--- src/rtl/mem_port_arbiter_pkg.sv ---
// mem_arb_pkg: shared state encodings and width helper for the memory-port arbiter
package mem_arb_pkg;
  localparam logic [1:0] IDLE = 2'd0;
  localparam logic [1:0] ISSUE = 2'd1;
  localparam logic [1:0] WAIT_RD = 2'd2;
  localparam int DEF_N_CLIENTS = 4;
  function automatic int cid_w(input int n);
    return (n <= 2) ? 1 : $clog2(n);
  endfunction
  localparam int DEF_CID_BITS = cid_w(DEF_N_CLIENTS);
endpackage

--- src/rtl/mem_port_arbiter_if.sv ---
// mem_port_arbiter_if: client request/return bus plus the shared memory port
interface mem_port_arbiter_if #(
  parameter int N_CLIENTS = 4,
  parameter int MEM_AW = 16,
  parameter int MEM_DW = 32,
  parameter int CID_BITS = 2
);
  logic [N_CLIENTS-1:0] cl_req;
  logic [N_CLIENTS-1:0] cl_write;
  logic [N_CLIENTS*MEM_AW-1:0] cl_addr;
  logic [N_CLIENTS*MEM_DW-1:0] cl_wdata;
  logic [N_CLIENTS-1:0] cl_gnt;
  logic [N_CLIENTS-1:0] cl_rvld;
  logic [N_CLIENTS-1:0] cl_rerr;
  logic [MEM_DW-1:0] cl_rdata;
  logic mem_req;
  logic mem_write;
  logic [MEM_AW-1:0] mem_addr;
  logic [MEM_DW-1:0] mem_wdata;
  logic mem_rdata_vld;
  logic [MEM_DW-1:0] mem_rdata;
  logic busy;
  logic [CID_BITS-1:0] owner;
  modport slave (
    input cl_req, cl_write, cl_addr, cl_wdata, mem_rdata_vld, mem_rdata,
    output cl_gnt, cl_rvld, cl_rerr, cl_rdata, mem_req, mem_write, mem_addr, mem_wdata, busy, owner
  );
  modport master (
    output cl_req, cl_write, cl_addr, cl_wdata, mem_rdata_vld, mem_rdata,
    input cl_gnt, cl_rvld, cl_rerr, cl_rdata, mem_req, mem_write, mem_addr, mem_wdata, busy, owner
  );
endinterface

--- src/rtl/mem_port_arbiter_rr_pick.sv ---
// rr_pick: combinational rotating-priority find-first starting at ptr
module rr_pick #(
  parameter int N = 4,
  parameter int W = 2
) (
  input logic [N-1:0] req,
  input logic [W-1:0] ptr,
  output logic found,
  output logic [W-1:0] idx
);
  // scanning the farthest offset first lets the nearest requester overwrite it
  always_comb begin
    found = 1'b0;
    idx = '0;
    for (int i = N - 1; i >= 0; i--) begin
      if (req[(int'(ptr) + i) % N]) begin
        found = 1'b1;
        idx = W'((int'(ptr) + i) % N);
      end
    end
  end
endmodule

--- src/rtl/mem_port_arbiter.sv ---
// mem_port_arbiter: round-robin sharing of one memory port, one transaction in flight
module mem_port_arbiter
  import mem_arb_pkg::*;
#(
  parameter int N_CLIENTS = 4,
  parameter int MEM_AW = 16,
  parameter int MEM_DW = 32,
  parameter int TO_BITS = 8,
  parameter int CID_BITS = 2
) (
  input logic clk,
  input logic rst,
  mem_port_arbiter_if.slave bus
);
  logic [1:0] state;
  logic [CID_BITS-1:0] ptr;
  logic [CID_BITS-1:0] idx;
  logic found;
  logic [TO_BITS-1:0] cnt;
  rr_pick #(.N(N_CLIENTS), .W(CID_BITS)) u_pick (
    .req(bus.cl_req),
    .ptr(ptr),
    .found(found),
    .idx(idx)
  );
  always_ff @(posedge clk or posedge rst) begin
    if (rst) begin
      state <= IDLE;
      ptr <= '0;
      cnt <= '0;
      bus.cl_gnt <= '0;
      bus.cl_rvld <= '0;
      bus.cl_rerr <= '0;
      bus.cl_rdata <= '0;
      bus.mem_req <= 1'b0;
      bus.mem_write <= 1'b0;
      bus.mem_addr <= '0;
      bus.mem_wdata <= '0;
      bus.busy <= 1'b0;
      bus.owner <= '0;
    end else begin
      bus.cl_gnt <= '0;
      bus.cl_rvld <= '0;
      bus.cl_rerr <= '0;
      bus.mem_req <= 1'b0;
      case (state)
        IDLE: if (found) begin
          state <= ISSUE;
          bus.busy <= 1'b1;
          bus.owner <= idx;
          bus.cl_gnt <= N_CLIENTS'(1) << idx;
          bus.mem_req <= 1'b1;
          bus.mem_write <= bus.cl_write[idx];
          bus.mem_addr <= bus.cl_addr[idx*MEM_AW +: MEM_AW];
          bus.mem_wdata <= bus.cl_wdata[idx*MEM_DW +: MEM_DW];
          ptr <= (idx == CID_BITS'(N_CLIENTS - 1)) ? '0 : idx + 1'b1;
        end
        ISSUE: begin
          state <= bus.mem_write ? IDLE : WAIT_RD;
          bus.busy <= ~bus.mem_write;
          cnt <= '0;
        end
        WAIT_RD: begin
          cnt <= cnt + 1'b1;
          // returning data takes precedence over a timeout in the same cycle
          if (bus.mem_rdata_vld) begin
            state <= IDLE;
            bus.busy <= 1'b0;
            bus.cl_rdata <= bus.mem_rdata;
            bus.cl_rvld <= N_CLIENTS'(1) << bus.owner;
          end else if (cnt == TO_BITS'(2**TO_BITS - 2)) begin
            state <= IDLE;
            bus.busy <= 1'b0;
            bus.cl_rerr <= N_CLIENTS'(1) << bus.owner;
          end
        end
        default: begin
          state <= IDLE;
          bus.busy <= 1'b0;
        end
      endcase
    end
  end
endmodule

--- src/flat_wrapper.sv ---
// flat-port wrapper written by rule: the top's interface ports become plain ports
module mem_port_arbiter_flat import mem_arb_pkg::*;
#(
  parameter int N_CLIENTS = 4,
  parameter int MEM_AW = 16,
  parameter int MEM_DW = 32,
  parameter int TO_BITS = 8,
  parameter int CID_BITS = 2
)
  (clk, rst, bus_cl_req, bus_cl_write, bus_cl_addr, bus_cl_wdata, bus_mem_rdata_vld, bus_mem_rdata, bus_cl_gnt, bus_cl_rvld, bus_cl_rerr, bus_cl_rdata, bus_mem_req, bus_mem_write, bus_mem_addr, bus_mem_wdata, bus_busy, bus_owner);
  mem_port_arbiter_if #(.N_CLIENTS(N_CLIENTS), .MEM_AW(MEM_AW), .MEM_DW(MEM_DW), .CID_BITS(CID_BITS)) bus_i ();
  input logic clk;
  input logic rst;
  input wire logic [$bits(bus_i.cl_req)-1:0] bus_cl_req;
  input wire logic [$bits(bus_i.cl_write)-1:0] bus_cl_write;
  input wire logic [$bits(bus_i.cl_addr)-1:0] bus_cl_addr;
  input wire logic [$bits(bus_i.cl_wdata)-1:0] bus_cl_wdata;
  input wire logic [$bits(bus_i.mem_rdata_vld)-1:0] bus_mem_rdata_vld;
  input wire logic [$bits(bus_i.mem_rdata)-1:0] bus_mem_rdata;
  output wire logic [$bits(bus_i.cl_gnt)-1:0] bus_cl_gnt;
  output wire logic [$bits(bus_i.cl_rvld)-1:0] bus_cl_rvld;
  output wire logic [$bits(bus_i.cl_rerr)-1:0] bus_cl_rerr;
  output wire logic [$bits(bus_i.cl_rdata)-1:0] bus_cl_rdata;
  output wire logic [$bits(bus_i.mem_req)-1:0] bus_mem_req;
  output wire logic [$bits(bus_i.mem_write)-1:0] bus_mem_write;
  output wire logic [$bits(bus_i.mem_addr)-1:0] bus_mem_addr;
  output wire logic [$bits(bus_i.mem_wdata)-1:0] bus_mem_wdata;
  output wire logic [$bits(bus_i.busy)-1:0] bus_busy;
  output wire logic [$bits(bus_i.owner)-1:0] bus_owner;
  assign bus_i.cl_req = bus_cl_req;
  assign bus_i.cl_write = bus_cl_write;
  assign bus_i.cl_addr = bus_cl_addr;
  assign bus_i.cl_wdata = bus_cl_wdata;
  assign bus_i.mem_rdata_vld = bus_mem_rdata_vld;
  assign bus_i.mem_rdata = bus_mem_rdata;
  assign bus_cl_gnt = bus_i.cl_gnt;
  assign bus_cl_rvld = bus_i.cl_rvld;
  assign bus_cl_rerr = bus_i.cl_rerr;
  assign bus_cl_rdata = bus_i.cl_rdata;
  assign bus_mem_req = bus_i.mem_req;
  assign bus_mem_write = bus_i.mem_write;
  assign bus_mem_addr = bus_i.mem_addr;
  assign bus_mem_wdata = bus_i.mem_wdata;
  assign bus_busy = bus_i.busy;
  assign bus_owner = bus_i.owner;
  mem_port_arbiter #(.N_CLIENTS(N_CLIENTS), .MEM_AW(MEM_AW), .MEM_DW(MEM_DW), .TO_BITS(TO_BITS), .CID_BITS(CID_BITS)) u_core (.clk(clk), .rst(rst), .bus(bus_i));
endmodule
--- config.mk ---
export PLATFORM = sky130hd
export DESIGN_NAME = mem_port_arbiter_flat
export DESIGN_NICKNAME = d
export VERILOG_FILES = /design/src/rtl/mem_port_arbiter_pkg.sv /design/src/rtl/mem_port_arbiter_if.sv /design/src/rtl/mem_port_arbiter_rr_pick.sv /design/src/rtl/mem_port_arbiter.sv /design/src/flat_wrapper.sv
export SDC_FILE = /design/constraint.sdc
export NUM_CORES = 1
export LEC_CHECK = 0
export BUFFER_PORTS_ARGS = -buffer_cell sky130_fd_sc_hd__buf_2
export CAP_MARGIN = 5
export CORE_AREA = 2 2 128 130
export DETAILED_ROUTE_END_ITERATION = 7
export DIE_AREA = 0 0 130 132
export MAX_ROUTING_LAYER = met4
export PLACE_DENSITY = 0.79
export SYNTH_ARGS = -nofsm -noshare
export SYNTH_HDL_FRONTEND = slang
export SYNTH_HIERARCHICAL = 1
export SYNTH_SLANG_ARGS = --single-unit
--- constraint.sdc ---
create_clock -name clk -period 2.75 [get_ports clk]
set_input_delay 0 -clock clk [delete_from_list [all_inputs] [get_ports clk]]
set_output_delay 0 -clock clk [all_outputs]
set_load 0.05 [all_outputs]
==> impl_metrics.toml <==
[place]
place_area_mm2 = 0.00739
dp.cells = 895
dp_hpwl_um = 12400
io_buffers = 331
gp_congestion = 0.803
post-place-ws_ns = 0.478

[sta]
drv_slew = 0
fin_ws_ns = 0.444
finClkSkew_ns = 0.00765
worstMarginPinSlew_ns = 0.679
setup_tns_ns = 0
fmax_ghz = 0.434
slew-limit-headroom = 0.547
final.period_utilization = 0.838
finalHoldViolations = 0
period_needed_ns = 2.31
setup_viol = 0
timing.hold.ws_ns = 0.0748
rsz0062_at_grt = "false"

[run_status]
status = "finished, final reports clean"

[critical_path]
slowest_stage = "buf_4"
cp-end-kind = "flop"
slowest_delay_ns = 0.54
start_kind = "flop"
cp_max_fo = 48
rrSetupSlack_ns = 0.44
cp.required_ns = 2.99
path_cells = "nor3b_1 -> a211oi_1 -> nor2_4 -> buf_4 -> mux4_2 -> mux2_2"
arrival_ns = 2.55
critical_path_class = "reg2reg"

[final_layout]
area_delta_synth_final_pct = 45.4
utilization = 0.512
final_cells = 949
layout.nets = 968
stdcell_area_mm2 = 0.00805
drive_above_1_share = 0.675

[floorplan]
start_util = 0.352
placementRows = 46
die_h_um = 132
dieArea_mm2 = 0.0172
core-area_mm2 = 0.0157
ios = 332
die_w_um = 130

[global_route]
grt_overflow = 0
grt_pass1_wl_um = 24700
grt_max_degree = 49
antenna_found_initial = 4
grt_usage = 0.196
grt_pass1_vias = 4660

[yosys]
async_flop_share = 1.00
syn-cell-area_mm2 = 0.00553
synth_edf_count = 0
syn_area_per_cell_um2 = 15.3
synth_most_common_cell = "dfrtp_1"
ys_warn_count = 6
synth-seq-area-share = 0.493
syn_inst = 361
ys_top_cells_by_count = "dfrtp_1, mux2_2, mux4_2"
ys.flop_type = "dfrtp_1"
synth_top_area_cell = "dfrtp_1"
synth_top_cell_area_share = 0.493
syn_nets = 605
synth_cell_types = 33
ys_ff_latch = 109
synth.area.top_cells = "dfrtp_1, mux4_2, mux2_2, ha_1, buf_12"

[job]
cap_violations = 0

[cts]
postCtsSetupRepairBufs = 0
cts_tree = "yes"
cts_max_path_buffers = 2
cts_inserted_buffers = 9
cts.repair.resized = 0
cts_root_buffer = "clkbuf_16"
clk_latency_ns = 0.36
path_clk_slew_ns = 0.08
h-tree-depth = 3
holdBufCountCts = 34
numClockSinks = 109

[power_and_ir_drop]
p_per_area_mw_per_mm2 = 1220
leakagePower_nw = 3.92
power.total_mw = 9.82
ir_drop_v = 0.000423

[route]
avgRoutedWirePerCell_um = 17.1
routed_wl_um = 16200
drt_iter0_drc = 167
drt-pass1-iter-count = 7
routed_via_density = 4.78
drtAntennaViolNets = 0
via_count = 4533
route.detailed.drc = 0

[min_path]
hold_path.class = "in2async"
## state kept, by name, indices dropped and copies added, names as in the netlist, 2 cells and up
signal and count:
u_core/bus.mem_addr 16, u_core/ptr 2, u_core/bus.cl_gnt 4, u_core/state 2
u_core/bus.cl_rvld 4, u_core/bus.mem_wdata 32, u_core/bus.cl_rerr 4, u_core/bus.cl_rdata 32
u_core/bus.owner 2, u_core/cnt 8
## kinds of logic after synthesis
kind of cell               share of synthesized area
muxes                                          0.373
adders and majority gates                     0.0204
AOI/OAI and AO/OA                             0.0256
and+or+nand+nor                               0.0448
xor gates and xnor gates                     0.00317
DFF                                            0.493
buffers and inverters                         0.0405
## metal layers
layer | GRT usage | wire length, um | vias to the layer above
met4 | 0.0633 | 229 | 0
li1 | - | - | 2091
met3 | 0.0365 | 1010 | 17
met1 | 0.226 | 6290 | 2219
met5 | - | 0 | -
met2 | 0.342 | 8670 | 206
## worst max-delay path, delay by kind of cell (launching register included)
kind | cells | cell delay, ns
flip-flops | 1 | 0.44
multiplexers | 2 | 0.69
buffers and inverters | 1 | 0.54
AO/OA/AOI/OAI | 1 | 0.10
AND/OR/NAND/NOR | 2 | 0.35
## final timing paths
check | startpoint | endpoint | cells past startpoint
worst max-delay path | u_core/ptr[1]$_DFFE_PP0P_ | u_core/bus.mem_wdata[4]$_DFFE_PP0P_ | 6
worst min-delay path | rst | u_core/bus.mem_wdata[6]$_DFFE_PP0P_ | 3
worst max register to register | u_core/ptr[1]$_DFFE_PP0P_ | u_core/bus.mem_wdata[4]$_DFFE_PP0P_ | 6
worst min register to register | u_core/bus.mem_wdata[5]$_DFFE_PP0P_ | u_core/bus.mem_wdata[5]$_DFFE_PP0P_ | 1
max in group asynchronous | rst | u_core/bus.mem_write$_DFFE_PP0P_ | 4
min in group clk | bus_cl_addr[14] | u_core/bus.mem_addr[14]$_DFFE_PP0P_ | 3
## final cells by class
cell class                      instances  area [um^2]
Antenna cell                            4         10.0
Clock buffer                           10          239
Clock inverter                          6         62.6
Fill cell                            1347         7670
Inverter                               10         41.3
Multi-Input combinational cell        219         2600
Sequential cell                       109         2730
Tap cell                              216          270
Timing Repair Buffer                  375         2100
## power breakdown
part,internal [mW],switching [mW],total [mW]
combinational,2.05,3.79,5.84
clock,0.664,0.642,1.31
sequential,2.31,0.363,2.68
total,5.02,4.80,9.82
## cell usage in the layout (no fill, tap or decap), types with 2 or more instances in the layout
| cell | netlist | final |
|---|---|---|
| o21ai_0 | 8 | 8 |
| buf_12 | 5 | 2 |
| nor3_1 | 4 | 4 |
| nand2_1 | 16 | 15 |
| dfrtp_1 | 109 | 109 |
| buf_2 | 9 | 331 |
| inv_6 | 0 | 2 |
| dlygate4sd3_1 | 0 | 34 |
| clkbuf_16 | 0 | 9 |
| and3_1 | 4 | 4 |
| ha_1 | 9 | 9 |
| inv_1 | 10 | 9 |
| a22o_1 | 2 | 2 |
| diode_2 | 0 | 4 |
| o21a_1 | 2 | 2 |
| nor2_1 | 14 | 13 |
| xnor2_1 | 2 | 2 |
| nor2b_1 | 2 | 2 |
| mux2_2 | 83 | 83 |
| buf_4 | 0 | 8 |
| a21oi_1 | 3 | 3 |
| nand3_1 | 4 | 4 |
| mux4_2 | 48 | 48 |
| nand4_1 | 2 | 2 |
| mux2i_1 | 2 | 2 |
| clkinv_4 | 0 | 2 |
| nand2b_1 | 5 | 5 |
Power figures use the tool's default switching activity.
